$ cat config.mk
export PLATFORM = sky130hd
export DESIGN_NAME = bottle_tally
export DESIGN_NICKNAME = d
export VERILOG_FILES = /design/src/rtl/bottle_tally.sv
export SDC_FILE = /design/constraint.sdc
export NUM_CORES = 1
export LEC_CHECK = 0
export CAP_MARGIN = 10
export CELL_PAD_IN_SITES_DETAIL_PLACEMENT = 1
export CELL_PAD_IN_SITES_GLOBAL_PLACEMENT = 1
export CORE_MARGIN = 5
export CORE_UTILIZATION = 37
export DETAILED_ROUTE_END_ITERATION = 10
export GPL_ROUTABILITY_DRIVEN = 0
export GPL_TIMING_DRIVEN = 0
export PLACE_DENSITY_LB_ADDON = 0.1
export SYNTH_ARGS = -nofsm -noshare
export SYNTH_HDL_FRONTEND = slang
export SYNTH_SLANG_ARGS = --single-unit
$ cat constraint.sdc
create_clock -name CLK -period 5.9 [get_ports CLK]
set_input_delay 1.18 -clock CLK [delete_from_list [all_inputs] [get_ports CLK]]
set_output_delay 1.18 -clock CLK [all_outputs]
set_load 0.03 [all_outputs]
$ cat src/rtl/bottle_tally.sv
`default_nettype none
// ============================================================================
// Module   : bottle_tally
// Purpose  : Counts completed bottles (BCD) against a target, raises allFull.
//            Optional 3-digit pill total when BOTTLE_TALLY_TOTAL_EN is defined.
// Revision : 1.0
// ============================================================================
module bottle_tally (
    input  logic       CLK,
    input  logic       RST,
    input  logic       isWork,
    input  logic       clear,
    input  logic [3:0] cntL,
    input  logic [3:0] cntH,
    input  logic [3:0] maxL,
    input  logic [3:0] maxH,
    input  logic [3:0] tgtL,
    input  logic [3:0] tgtH,
    output logic       allFull,
    output logic       bottleDone,
    output logic [3:0] bottleL,
    output logic [3:0] bottleH,
    output logic [3:0] totL,
    output logic [3:0] totM,
    output logic [3:0] totH
);

    localparam logic [1:0] S_IDLE     = 2'd0;
    localparam logic [1:0] S_RUN      = 2'd1;
    localparam logic [1:0] S_FULL     = 2'd2;
    localparam logic [7:0] C_BCD2_MAX = 8'h99;

    logic [1:0] state_q;
    logic [1:0] state_d;
    logic [7:0] prev_q;
    logic [7:0] cur_q;
    logic       prime_q;
    logic [7:0] bot_q;
    logic [7:0] bot_d;
    logic       done_q;
    logic       done_d;

    logic [7:0] w_cnt;
    logic [7:0] w_max;
    logic [7:0] w_tgt;
    logic       w_run;
    logic       w_bot_ev;
    logic       w_bot_cnt;

    function automatic logic [3:0] f_dig_inc(input logic [3:0] d);
        return (d >= 4'd9) ? 4'd0 : d + 4'd1;
    endfunction

    function automatic logic [7:0] f_bcd2_inc(input logic [7:0] v);
        logic [7:0] r;
        r[3:0] = f_dig_inc(v[3:0]);
        r[7:4] = (v[3:0] >= 4'd9) ? f_dig_inc(v[7:4]) : v[7:4];
        return r;
    endfunction

    assign w_cnt = {cntH, cntL};
    assign w_max = {maxH, maxL};
    assign w_tgt = {tgtH, tgtL};
    assign w_run = (state_q == S_RUN);

    // After reset/clear the first sample fills both history slots, so it can
    // never pair with a stale value and look like an event.
    always_ff @(posedge CLK) begin
        if (RST || clear) begin
            prev_q  <= 8'h00;
            cur_q   <= 8'h00;
            prime_q <= 1'b1;
        end else if (prime_q) begin
            prev_q  <= w_cnt;
            cur_q   <= w_cnt;
            prime_q <= 1'b0;
        end else begin
            prev_q  <= cur_q;
            cur_q   <= w_cnt;
        end
    end

    assign w_bot_ev  = (w_max != 8'h00) && (prev_q == w_max) && (cur_q == 8'h00);
    assign w_bot_cnt = w_run && w_bot_ev;

    always_comb begin
        bot_d  = bot_q;
        done_d = 1'b0;
        if (w_bot_cnt) begin
            done_d = 1'b1;
            if (bot_q != C_BCD2_MAX) begin
                bot_d = f_bcd2_inc(bot_q);
            end
        end
    end

    always_ff @(posedge CLK) begin
        if (RST || clear) begin
            bot_q  <= 8'h00;
            done_q <= 1'b0;
        end else begin
            bot_q  <= bot_d;
            done_q <= done_d;
        end
    end

    always_ff @(posedge CLK) begin
        if (RST) begin
            state_q <= S_IDLE;
        end else begin
            state_q <= state_d;
        end
    end

    always_comb begin
        state_d = state_q;
        if (clear) begin
            state_d = S_IDLE;
        end else begin
            case (state_q)
                S_IDLE: begin
                    if (isWork) begin
                        state_d = S_RUN;
                    end
                end
                S_RUN: begin
                    // Comparing the incremented count lets allFull rise with the count.
                    if (w_bot_cnt && (w_tgt != 8'h00) && (bot_d == w_tgt)) begin
                        state_d = S_FULL;
                    end else if (!isWork) begin
                        state_d = S_IDLE;
                    end
                end
                S_FULL:  state_d = S_FULL;
                default: state_d = S_IDLE;
            endcase
        end
    end

    always_comb begin
        allFull = (state_q == S_FULL);
    end

    assign bottleDone = done_q;
    assign bottleL    = bot_q[3:0];
    assign bottleH    = bot_q[7:4];

`ifdef BOTTLE_TALLY_TOTAL_EN
    localparam logic [11:0] C_BCD3_MAX = 12'h999;

    logic [11:0] tot_q;
    logic [11:0] tot_d;
    logic        w_step_ev;

    // 99 -> 00 is a bottle wrap, not a step.
    assign w_step_ev = (prev_q != C_BCD2_MAX) && (cur_q == f_bcd2_inc(prev_q));

    always_comb begin
        tot_d = tot_q;
        if (w_run && w_step_ev && (tot_q != C_BCD3_MAX)) begin
            tot_d[3:0] = f_dig_inc(tot_q[3:0]);
            if (tot_q[3:0] >= 4'd9) begin
                tot_d[7:4] = f_dig_inc(tot_q[7:4]);
                if (tot_q[7:4] >= 4'd9) begin
                    tot_d[11:8] = f_dig_inc(tot_q[11:8]);
                end
            end
        end
    end

    always_ff @(posedge CLK) begin
        if (RST || clear) begin
            tot_q <= 12'h000;
        end else begin
            tot_q <= tot_d;
        end
    end

    assign totL = tot_q[3:0];
    assign totM = tot_q[7:4];
    assign totH = tot_q[11:8];
`else
    assign totL = 4'd0;
    assign totM = 4'd0;
    assign totH = 4'd0;
`endif

endmodule
`default_nettype wire

==> metrics.txt <==
# TYPE chip_impl_metric gauge
chip_impl_info{name="status",value="completed"} 1
chip_impl_metric{name="placedInstanceArea",unit="um^2"} 2120
chip_impl_metric{name="detailed_place_hpwl",unit="um"} 3710
chip_impl_metric{name="post-route-cell-area",unit="um^2"} 2170
chip_impl_metric{name="largest_net_degree_at_the_start_of_global_routing",unit=""} 16
chip_impl_info{name="endpoint_kind",value="flop"} 1
chip_impl_metric{name="floorplan.die_area",unit="um^2"} 5860
chip_impl_info{name="crit-reg2reg-capture",value="state_q[0]"} 1
chip_impl_metric{name="dr_total_vias",unit=""} 1490
chip_impl_metric{name="timing.hold.ws",unit="ns"} 0.504
chip_impl_info{name="post_synth_main_area_contributors",value="sky130_fd_sc_hd__dfxtp_1 34%, sky130_fd_sc_hd__buf_4 5.5%, sky130_fd_sc_hd__and2_1 5.0%"} 1
chip_impl_metric{name="synth.ff_latch_count",unit=""} 28
chip_impl_metric{name="post_synth.cell_area_avg",unit="um^2"} 8.81
chip_impl_info{name="setup.worst_path.start",value="maxH[1]"} 1
chip_impl_metric{name="post_cts_buffers",unit=""} 0
chip_impl_metric{name="ir_drop",unit="uV"} 125
chip_impl_metric{name="floorplan.die.width",unit="um"} 76.6
chip_impl_metric{name="drt-vias-per-instance",unit=""} 5.14
chip_impl_metric{name="drt.antenna.violating_nets",unit=""} 0
chip_impl_info{name="end_point_of_the_worst_hold_path",value="prev_q[1]"} 1
chip_impl_metric{name="initial_antenna_violation_count",unit=""} 0
chip_impl_metric{name="initial_core_util",unit=""} 0.379
chip_impl_metric{name="clkTransAtPathRegs",unit="ns"} 0.10
chip_impl_info{name="clk_root_buffer_cell",value="sky130_fd_sc_hd__clkbuf_8"} 1
chip_impl_metric{name="grt_pass1_vias",unit=""} 1645
chip_impl_info{name="cts_tree",value="built"} 1
chip_impl_metric{name="floorplan_die_height",unit="um"} 76.6
chip_impl_metric{name="final_worst_path_cycle_share",unit=""} 0.631
chip_impl_metric{name="post-layout-total-power",unit="uW"} 389
chip_impl_metric{name="post_synth_instance_area",unit="um^2"} 1640
chip_impl_info{name="layout_commonest_cell",value="sky130_fd_sc_hd__clkdlybuf4s50_1"} 1
chip_impl_info{name="holdCritStartpoint",value="cur_q[1]"} 1
chip_impl_metric{name="wirelength",unit="um"} 4460
chip_impl_metric{name="finalSetupTns",unit="ns"} 0
chip_impl_metric{name="post_synth_inst_count",unit=""} 186
chip_impl_metric{name="io_pins",unit=""} 50
chip_impl_metric{name="tightest_slew",unit="ns"} 0.693
chip_impl_metric{name="rows",unit=""} 24
chip_impl_metric{name="max_clock_freq",unit="GHz"} 0.269
chip_impl_metric{name="hold_viol_final",unit=""} 0
chip_impl_metric{name="grt-ovfl-total",unit=""} 0
chip_impl_metric{name="synth_top_area_frac",unit=""} 0.342
chip_impl_info{name="worst_setup_path_start_kind",value="input pin"} 1
chip_impl_metric{name="cts_buffer_depth",unit=""} 2
chip_impl_info{name="holdCritPathClass",value="reg2reg"} 1
chip_impl_metric{name="timing.final.crit_period",unit="ns"} 3.72
chip_impl_metric{name="max-slew-margin-rel",unit=""} 0.532
chip_impl_metric{name="cts_hold_buf",unit=""} 0
chip_impl_metric{name="crit_fanout",unit=""} 4
chip_impl_metric{name="synth-warning-count",unit=""} 0
chip_impl_metric{name="cts_num_sinks",unit=""} 28
chip_impl_metric{name="drc_errors",unit=""} 0
chip_impl_metric{name="detailedRoute.firstIterationViolations",unit=""} 35
chip_impl_metric{name="power_density",unit="nW/um^2"} 179
chip_impl_metric{name="insertedDiodeCount",unit=""} 0
chip_impl_metric{name="fin_worst_skew",unit="ns"} 0.00474
chip_impl_metric{name="finalMaxSlewViolations",unit=""} 0
chip_impl_metric{name="io_buffer_count",unit=""} 37
chip_impl_metric{name="hold-path-cell-count",unit=""} 2
chip_impl_info{name="synth_top_area_cell",value="sky130_fd_sc_hd__dfxtp_1"} 1
chip_impl_metric{name="cp.required",unit="ns"} 6.06
chip_impl_metric{name="area_growth",unit="%"} 32.4
chip_impl_metric{name="clock_latency",unit="ns"} 0.28
chip_impl_metric{name="track_usage",unit=""} 0.150
chip_impl_metric{name="first_pass_grt_wire_length",unit="um"} 7340
chip_impl_metric{name="number_of_fill_cells_in_the_layout",unit=""} 519
chip_impl_metric{name="r2r_slack",unit="ns"} 3.01
chip_impl_metric{name="max_cap_violations",unit=""} 0
chip_impl_info{name="final_cell_mix",value="37 x sky130_fd_sc_hd__clkdlybuf4s50_1, 28 x sky130_fd_sc_hd__dfxtp_1, 15 x sky130_fd_sc_hd__nor2_1, 13 x sky130_fd_sc_hd__and2_1"} 1
chip_impl_metric{name="fp.coreArea",unit="um^2"} 4320
chip_impl_metric{name="drt_pass1_iterations",unit=""} 4
chip_impl_metric{name="cts_inserted_buffers",unit=""} 3
chip_impl_metric{name="final_layout_size_suffix_gt1_frac",unit=""} 0.101
chip_impl_metric{name="worstPathArrival",unit="ns"} 3.88
chip_impl_info{name="grt_setup_unrepaired",value="no"} 1
chip_impl_info{name="r2r-start",value="bot_q[1]"} 1
chip_impl_metric{name="routed_wire_length_per_instance",unit="um"} 15.4
chip_impl_metric{name="cts_resized",unit=""} 0
chip_impl_metric{name="r2r_cells",unit=""} 9
chip_impl_metric{name="power.static_leakage",unit="nW"} 0.862
chip_impl_metric{name="synth_cell_types",unit=""} 46
chip_impl_metric{name="htree_levels",unit=""} 1
chip_impl_metric{name="fin_nets",unit=""} 273
chip_impl_metric{name="finalSetupViolations",unit=""} 0
chip_impl_metric{name="synth.yosys.seq_area_share",unit=""} 0.342
chip_impl_info{name="path_class",value="in2reg"} 1
-- cells by family (layout without fill, tap and decap cells) --
group	Yosys count	count (layout)	synth area share
and+or+nand+nor	76	76	0.281
AOI/OAI and AO/OA	34	34	0.147
DFF	28	28	0.342
buffers and inverters	23	64	0.0802
xor gates and xnor gates	10	10	0.0534
muxes	8	8	0.0489
adders and majority gates	6	6	0.0458
other	1	12	0.00229
-- how the worst max path moves through the flow --
stage | slack (ns) | endpoint | cells past startpoint
after global routing | 2.04 | state_q[0] | 8
after global placement | 1.93 | state_q[0] | 8
after CTS | 2.10 | state_q[0] | 8
after floorplan | 2.65 | state_q[0] | 7
final | 2.18 | state_q[0] | 8
after detailed placement | 1.83 | state_q[0] | 8
-- per-layer routing --
metal  global-route usage  up-vias  share of wire
li1                     -      745              -
met1                0.156      692           0.39
met2                0.290       46           0.54
met3               0.0390        7          0.058
met4               0.0437        0          0.013
met5                    0        -              0
-- state kept, by name, summed over array words and instances (netlist names) --
register	count
bot_q	8
bottleDone	1
cur_q	8
state_q	2
prev_q	8
prime_q	1
-- synth_stat cells (all sizes together) --
library cell and number:
o21a 1, nor4bb 1, buf 13, a21boi 1, and4 2, a2111oi 1, and3 3, or3 1
mux2i 8, a21o 1, or4 4, conb 1, o21ai 7, clkinv 1, xor2 1, a21oi 9
and2 13, or3b 1, a31oi 2, inv 7, o211ai 2, ha 6, nor4 4, xnor2 9
nand2 10, nor3 3, nor2 15, dfxtp 28, clkbuf 2, nand4 4, nand3 8, nor3b 2
o41ai 3, nand3b 1, o211a 2, a31o 1, nor2b 2, a211o 2, and2b 2, a221o 1
a211oi 1
-- final cells by class --
class / instances / area (um^2) / area share
multi-input cells: 146 / 988 / 0.455
flip-flops and latches: 28 / 561 / 0.258
repair buffers: 37 / 370 / 0.171
plain buffers: 15 / 101 / 0.0467
well taps: 52 / 65.1 / 0.0300
clock buffers: 4 / 55.1 / 0.0254
inverters: 8 / 30.0 / 0.0138
-- through the flow --
step / setup slack, ns / std cells / utilization
after floorplan: 2.65 / 197 / -
after global placement: 1.93 / 286 / 0.489
after detailed placement: 1.83 / 286 / 0.489
after CTS: 2.10 / 290 / 0.502
after global routing: 2.04 / 290 / 0.502
final: 2.18 / 290 / 0.502
-- worst max-delay path, cell delays in order --
cell                              delay [ns]
sky130_fd_sc_hd__clkdlybuf4s50_1        0.45
sky130_fd_sc_hd__xnor2_1                0.25
sky130_fd_sc_hd__o211ai_2               0.18
sky130_fd_sc_hd__or4_4                  0.57
sky130_fd_sc_hd__o41ai_1                0.59
sky130_fd_sc_hd__xor2_1                 0.17
sky130_fd_sc_hd__a2111oi_2              0.33
sky130_fd_sc_hd__a31oi_1                0.15
-- where the power goes --
group	switching (mW)	total (mW)	leakage [nW]	internal, mW
Clock	0.0632	0.123	0.0288	0.0599
Sequential	0.00327	0.197	0.228	0.194
Combinational	0.0332	0.0686	0.605	0.0354
Total	0.0997	0.389	0.862	0.289
(Power assumes the default switching activity.)
